<file path="src/rtl/apb_cmd_master.sv">
// APB initiator: turns one valid/ready command into a SETUP->ACCESS transfer and
// returns read data / error / timeout status on a valid/ready response channel.
module apb_cmd_master #(
  parameter int TIMEOUT = 16,
  parameter int CNT_W   = 8
) (
  input  logic        pclk,
  input  logic        preset_n,
  input  logic        cmd_valid,
  output logic        cmd_ready,
  input  logic        cmd_write,
  input  logic [31:0] cmd_addr,
  input  logic [31:0] cmd_wdata,
  input  logic [3:0]  cmd_strb,
  output logic        rsp_valid,
  input  logic        rsp_ready,
  output logic [31:0] rsp_rdata,
  output logic        rsp_slverr,
  output logic        rsp_timeout,
  output logic        psel,
  output logic        penable,
  output logic        pwrite,
  output logic [31:0] paddr,
  output logic [31:0] pwdata,
  output logic [3:0]  pstrb,
  input  logic [31:0] prdata,
  input  logic        pready,
  input  logic        pslverr
);

  typedef enum logic [1:0] {IDLE, SETUP, ACCESS, RESP} state_t;

  localparam logic [CNT_W-1:0] CNT_LAST = CNT_W'((TIMEOUT > 0) ? TIMEOUT - 1 : 0);

  state_t           state;
  logic [CNT_W-1:0] cnt;
  logic             live;
  logic             rdy;
  logic             last_wait;

  // X/Z on pready must never complete a transfer
  assign rdy       = (pready === 1'b1);
  assign last_wait = (TIMEOUT != 0) && (cnt == CNT_LAST);

  // live keeps cmd_ready low while reset is held, even though state sits in IDLE
  assign cmd_ready = live && (state == IDLE);
  assign psel      = (state == SETUP) || (state == ACCESS);
  assign penable   = (state == ACCESS);
  assign rsp_valid = (state == RESP);

  always_ff @(posedge pclk or negedge preset_n) begin
    if (!preset_n) begin
      state       <= IDLE;
      live        <= 1'b0;
      cnt         <= '0;
      pwrite      <= 1'b0;
      paddr       <= '0;
      pwdata      <= '0;
      pstrb       <= '0;
      rsp_rdata   <= '0;
      rsp_slverr  <= 1'b0;
      rsp_timeout <= 1'b0;
    end else begin
      live <= 1'b1;
      case (state)
        IDLE: begin
          if (cmd_valid && cmd_ready) begin
            pwrite <= cmd_write;
            paddr  <= cmd_addr;
            if (cmd_write) pwdata <= cmd_wdata;
            pstrb  <= cmd_write ? cmd_strb : 4'h0;
            cnt    <= '0;
            state  <= SETUP;
          end
        end
        SETUP: state <= ACCESS;
        ACCESS: begin
          cnt <= cnt + 1'b1;
          // pready wins over a coincident timeout
          if (rdy) begin
            rsp_rdata   <= pwrite ? 32'h0 : prdata;
            rsp_slverr  <= pslverr;
            rsp_timeout <= 1'b0;
            state       <= RESP;
          end else if (last_wait) begin
            rsp_rdata   <= 32'h0;
            rsp_slverr  <= 1'b1;
            rsp_timeout <= 1'b1;
            state       <= RESP;
          end
        end
        RESP: if (rsp_ready) state <= IDLE;
        default: state <= IDLE;
      endcase
    end
  end

endmodule
</file>
<file path="config.mk">
export PLATFORM = sky130hd
export DESIGN_NAME = apb_cmd_master
export DESIGN_NICKNAME = d
export VERILOG_FILES = /design/src/rtl/apb_cmd_master.sv
export SDC_FILE = /design/constraint.sdc
export NUM_CORES = 1
export LEC_CHECK = 0
export BUFFER_PORTS_ARGS = -buffer_cell sky130_fd_sc_hd__buf_2
export CORE_ASPECT_RATIO = 0.6
export CORE_UTILIZATION = 49
export CTS_CLUSTER_SIZE = 10
export DETAILED_ROUTE_END_ITERATION = 6
export PLACE_DENSITY = 0.84
export RECOVER_POWER = 50
export SLEW_MARGIN = 20
export SYNTH_ARGS = -nofsm -noshare
export SYNTH_HDL_FRONTEND = slang
export SYNTH_SLANG_ARGS = --single-unit
</file>
<file path="constraint.sdc">
create_clock -name pclk -period 4.7 [get_ports pclk]
set_input_delay 0.47 -clock pclk [delete_from_list [all_inputs] [get_ports pclk]]
set_output_delay 0.47 -clock pclk [all_outputs]
set_load 0.01 [all_outputs]
</file>
======== Yosys cells after proc, flatten, opt, wreduce, memory -nomap -nowiden ========
Index checks and enable logic that the tools add are counted.
word-level totals
  output and inout port bits .............. 107
  register bits ........................... 114
  logic and storage cells ................. 44
  input port bits ......................... 107
cells by class
  eq/ne operators ......................... 8
  add/subtract/negate cells ............... 1
  multiplexer cells ....................... 14
  reduce and logical (&&, ||, !) cells .... 11
operators with widths
  operator                                                                number
  32-bit two-way mux                                                      3
  8-bit one-hot mux with 2 select lines                                   1
  8-bit by 1-bit adder with 8-bit output (second input constant)          1
  8-bit by 4-bit equality test with 1-bit output (second input constant)  1
  2-bit two-way mux                                                       4
  8-bit two-way mux                                                       1
  2-bit one-hot mux with 4 select lines                                   1
  2-bit AND reduction                                                     3
  3-bit AND reduction                                                     2
  2-bit equality test (second input constant)                             2
  4-bit two-way mux                                                       1
  2-bit by 1-bit != test with 1-bit output (second input constant)        2
  2-bit nonzero test                                                      2
  1-bit two-way mux                                                       3
  3-bit by 1-bit != test with 1-bit output (second input constant)        1
  2-bit by 1-bit equality test with 1-bit output (second input constant)  1
  1-bit logical AND                                                       2
  2-bit logical NOT                                                       1
  1-bit case equality test (second input constant)                        1
  1-bit logical OR                                                        1

======== Depth between registers and ports, before layout ========
  depth in word-level cells ............... 5
  gate-level depth with buffers ........... 7
  gate-level depth less buffers ........... 6

======== Least setup slack after synthesis ========
OpenSTA, ideal clock, no wires.
  path kind ............................... register to register
  start ................................... reg state[0]
  end ..................................... reg rsp_rdata[2]
  library setup time ...................... 66 ps
  arrival time ............................ 1,639 ps
  period minus slack after synthesis ...... 1,705 ps
  data required time ...................... 4,634 ps
  stages on the path, launching flop included .. 8
  buffers on the path ..................... 2
  setup slack ............................. 2,995 ps
  cells stage by stage .................... dfrtp_1 > inv_1 > ha_1 > buf_4 > nand2_1 > nor2_1 > clkbuf_1 > a22o_1
on the way
  longest elaborated chain between the ends .. 2
RTL lines
  what                                  line  RTL
  start, declared                       35    state_t state;
  start signal, assigned                53    state <= IDLE;
  start signal, assigned                73    state <= SETUP;
  start signal, assigned                76    SETUP: state <= ACCESS;
  2-bit equality test                   n/a
  via penable                           21    output logic penable,
  2-bit AND reduction (no source line)  n/a
  end signal, assigned                  81    rsp_rdata <= pwrite ? 32'h0 : prdata;
  end, declared                         17    output logic [31:0] rsp_rdata,
The timed path passes the listed nets, and every way through them passes these cells.
A chain may end at the register's enable or synchronous reset.

======== Final worst setup path ========
  start ................................... reg state[0]
  end ..................................... reg pwdata[3]
on the way
  longest elaborated chain between the ends .. 4
RTL lines
  what                                      line    RTL
  2-bit logical NOT (*)                     46, 65
  1-bit logical AND                         46      assign cmd_ready = live && (state == IDLE);
  1-bit logical AND                         67      if (cmd_valid && cmd_ready) begin
  3-bit AND reduction (no source line) (*)  n/a
  end signal, assigned                      70      if (cmd_write) pwdata <= cmd_wdata;
  end, declared                             24      output logic [31:0] pwdata,
Mark *: on every way between the ends. The rest lies on a longest branch, timed or not.

==> results by group <==
Synthesis
  • Area share of the largest cell type after synthesis: 64.8%
  • Cell taking the most area after synthesis: dfrtp_1
  • Post-Synth XOR/XNOR Area: 0.795%
  • Cell Area, Synth: 4400 µm²
  • Synth Area in Compound Gates: 9.29%
  • Cells after Synth: 368
  • Count leader, synth: dfrtp_1
  • EDFF count, synth: 0
  • Sequential area share after synthesis: 64.8%
  • Mean area per synthesized cell: 12.0 µm²
  • Synth Warn #: 0
  • Simple-Gate Fraction of Synth Area: 12.6%
  • Mux contribution to synthesized area: 8.44%
  • Most frequent cells after synthesis: dfrtp_1, nand2_1, mux2_2
  • Synth cell types: 35
  • Synth Area in Adders: 1.42%
  • Register bit total from synthesis: 114
  • Ys flop type: dfrtp_1
  • Main area contributors after synthesis: dfrtp_1, nand2_1, mux2_2
  • Syn nets: 480
  • Combinational family with the most area after synthesis: simple AND/OR/NAND/NOR gates
  • Synth async-reset ratio: 100%

Finish
  • Fin cells: 713
  • Fillers: 688
  • # diodes: 0
  • Layout cells sized above 1: 32.9%
  • Final net count: 700
  • Finished Core Util: 70.9%
  • Area Growth Syn to Fin: 38.8%

STA
  • Setup_tns: 0 ns
  • Max Clock Skew: 0.00937 ns
  • Slew @ Worst Pin: 1.90 ns
  • Setup violations, final: 0
  • Tcrit/Tclk final: 46.4%
  • Final count of pins violating max slew: 79
  • FMAX: 458 MHz
  • Setup WS post-layout: 2.52 ns
  • RSZ-0062 raised after global routing: false
  • Final hold viol count: 0
  • Fin crit period: 2.18 ns
  • Relative slew margins: -26.7%

Floorplanning
  • Initial Util: 51.1%
  • DIE AREA: 9380 µm²
  • Die width: 124 µm
  • Chip height: 75.4 µm
  • Std-Cell Rows: 26
  • # IOs: 214
  • Core box area: 8620 µm²

Global routing
  • Vias in the first global route: 3486
  • Total track usage: 24.4%
  • Grt total ovfl: 0
  • Largest net degree at the start of global routing: 79
  • Global-route wire length before repair: 17.4 mm
  • Initial antenna violation count: 0

Clocking
  • H-Tree Level Count: 4
  • Num Clock Sinks: 114
  • Skew-Pair Late Insertion Delay: 0.40 ns
  • CTS buffer count: 17
  • Reg clk slew, reported paths: 0.05 ns
  • TritonCTS clock tree: done
  • Root cell of the clock tree: clkbuf_16
  • Post-CTS setup buffer count: 0
  • # resized after CTS: 0
  • Clock Path Buffers: 2
  • Cts hold-fix bufs: 0

Power and ir drop
  • Clock power share: 31.6%
  • Net Switching: 1480 µW
  • Internal Power: 3030 µW
  • Combinational power share: 30.5%
  • Worst IR Drop VDD: 0.327 mV
  • Sequential power share: 37.9%
  • Pwr Density: 738 nW/µm²
  • Switching Fraction: 32.8%
  • P_leak: 0.00313 µW

Worst setup path
  • WP buf/inv: 3
  • Reg-to-reg slack, setup: 2.52 ns
  • Most common cell on crit path: buf_4
  • Gate family responsible for the most delay along the worst path: buffers and inverters
  • Crit-path cells: inv_1 -> ha_1 -> and3_1 -> buf_4 -> nand2_1 -> buf_4 -> mux2_2
  • Slowest CP cell: mux2_2
  • CP Max Fanout: 40
  • Worst Setup Start Kind: flip-flop
  • CP required: 4.98 ns
  • CP max stage delay: 0.40 ns
  • Endpoint class of the critical path: flip-flop
  • Crit path kind: reg2reg
  • Critical Path AT: 2.46 ns

Detailed routing
  • Routed WL: 11.3 mm
  • Drt via density: 5.03
  • Total number of vias: 3585
  • Pre-antenna DRT Iters: 5
  • DRT iter0 DRCs: 161
  • ANT nets after route: 0
  • DR DRC count: 0
  • Average wire per standard cell: 15.8 µm

Place
  • Place WS: 2.57 ns
  • Dpl cells: 681
  • I/O Buffers: 213
  • Post-DP HPWL: 7.67 mm
  • GPL Wtd Cong: 0.758

Status
  • Failing checks: capacitance limit, slew limit
  • Status: finished with violations

Min path
  • Hold Crit Class: in2reg

Run
  • Total of max-cap violations: 1
-- cells by family after synthesis --
family | count (synthesis)
muxes | 33
AOI/OAI and AO/OA | 51
buffers and inverters | 22
and+or+nand+nor | 138
DFF | 114
other | 1
adders and majority gates | 5
xor gates and xnor gates | 4
-- per-stage QoR --
step	power, µW	instance area (µm²)	hold WS, ns
6_report	4510	6110	0.253
5_1_grt	4770	6110	0.242
4_1_cts	4640	6230	0.245
3_5_place_dp	3180	5560	0.458
3_3_place_gp	3100	5560	0.444
2_1_floorplan	2510	4400	0.174
-- cells in the final DEF, fill, tap and decap left out, types with 6 or more instances in the layout --
cell,n
buf_4,6
dfrtp_1,114
nand2_1,112
nor2_1,7
mux2_2,33
nand3_1,8
buf_2,122
clkbuf_16,17
a21oi_1,6
clkbuf_1,93
a22o_1,30
-- flip-flops by register name, indices dropped and copies added (netlist names) --
register and cells:
paddr 32, pwdata 32, rsp_rdata 32, cnt 8, pstrb 4, state 2, live 1, pwrite 1
rsp_slverr 1, rsp_timeout 1
-- tightest hold or removal path: cells and delay by family --
kind                   cells  cell delay, ns
buffers and inverters      1            0.07
and+or+nand+nor            2            0.08
-- power groups by stage --
stage	Sequential (µW)	Clock [µW]	Combinational (µW)
floorplan	1890	0	620
global route	1770	1500	1510
CTS	1700	1450	1500
detailed placement	1700	0	1490
global placement	1670	0	1430
finish	1710	1430	1380
-- metal layers --
| metal | share of wire (%) | track usage, % | vias up |
|---|---|---|---|
| met1 | 44 | 31.0 | 1752 |
| li1 | - | - | 1684 |
| met5 | 0 | 0 | - |
| met3 | 6.4 | 8.85 | 7 |
| met4 | 0.61 | 8.17 | 0 |
| met2 | 49 | 39.7 | 142 |
-- final timing paths --
check | from | to | cells past startpoint
hold / removal | cmd_addr[27] | paddr[27]$_DFFE_PN0P_ | 3
setup reg to reg | state[0]$_DFFE_PN0P_ | pwdata[3]$_DFFE_PN0P_ | 7
hold reg to reg | pstrb[1]$_DFFE_PN0P_ | pstrb[1]$_DFFE_PN0P_ | 2
setup / recovery | state[0]$_DFFE_PN0P_ | pwdata[3]$_DFFE_PN0P_ | 7
min in group asynchronous | preset_n | rsp_rdata[20]$_DFFE_PN0P_ | 1
max in group asynchronous | preset_n | rsp_rdata[16]$_DFFE_PN0P_ | 2
-- area by class of cell --
| type | instances | area [µm²] | share of cell area [%] |
|---|---|---|---|
| Multi-Input combinational cell | 232 | 1440 | 23.6 |
| Inverter | 4 | 15.0 | 0.246 |
| Clock buffer | 24 | 492 | 8.05 |
| Sequential cell | 114 | 2850 | 46.7 |
| Tap cell | 112 | 140 | 2.29 |
| Clock inverter | 8 | 173 | 2.82 |
| Timing Repair Buffer | 219 | 998 | 16.3 |
(Power assumes the default switching activity.)
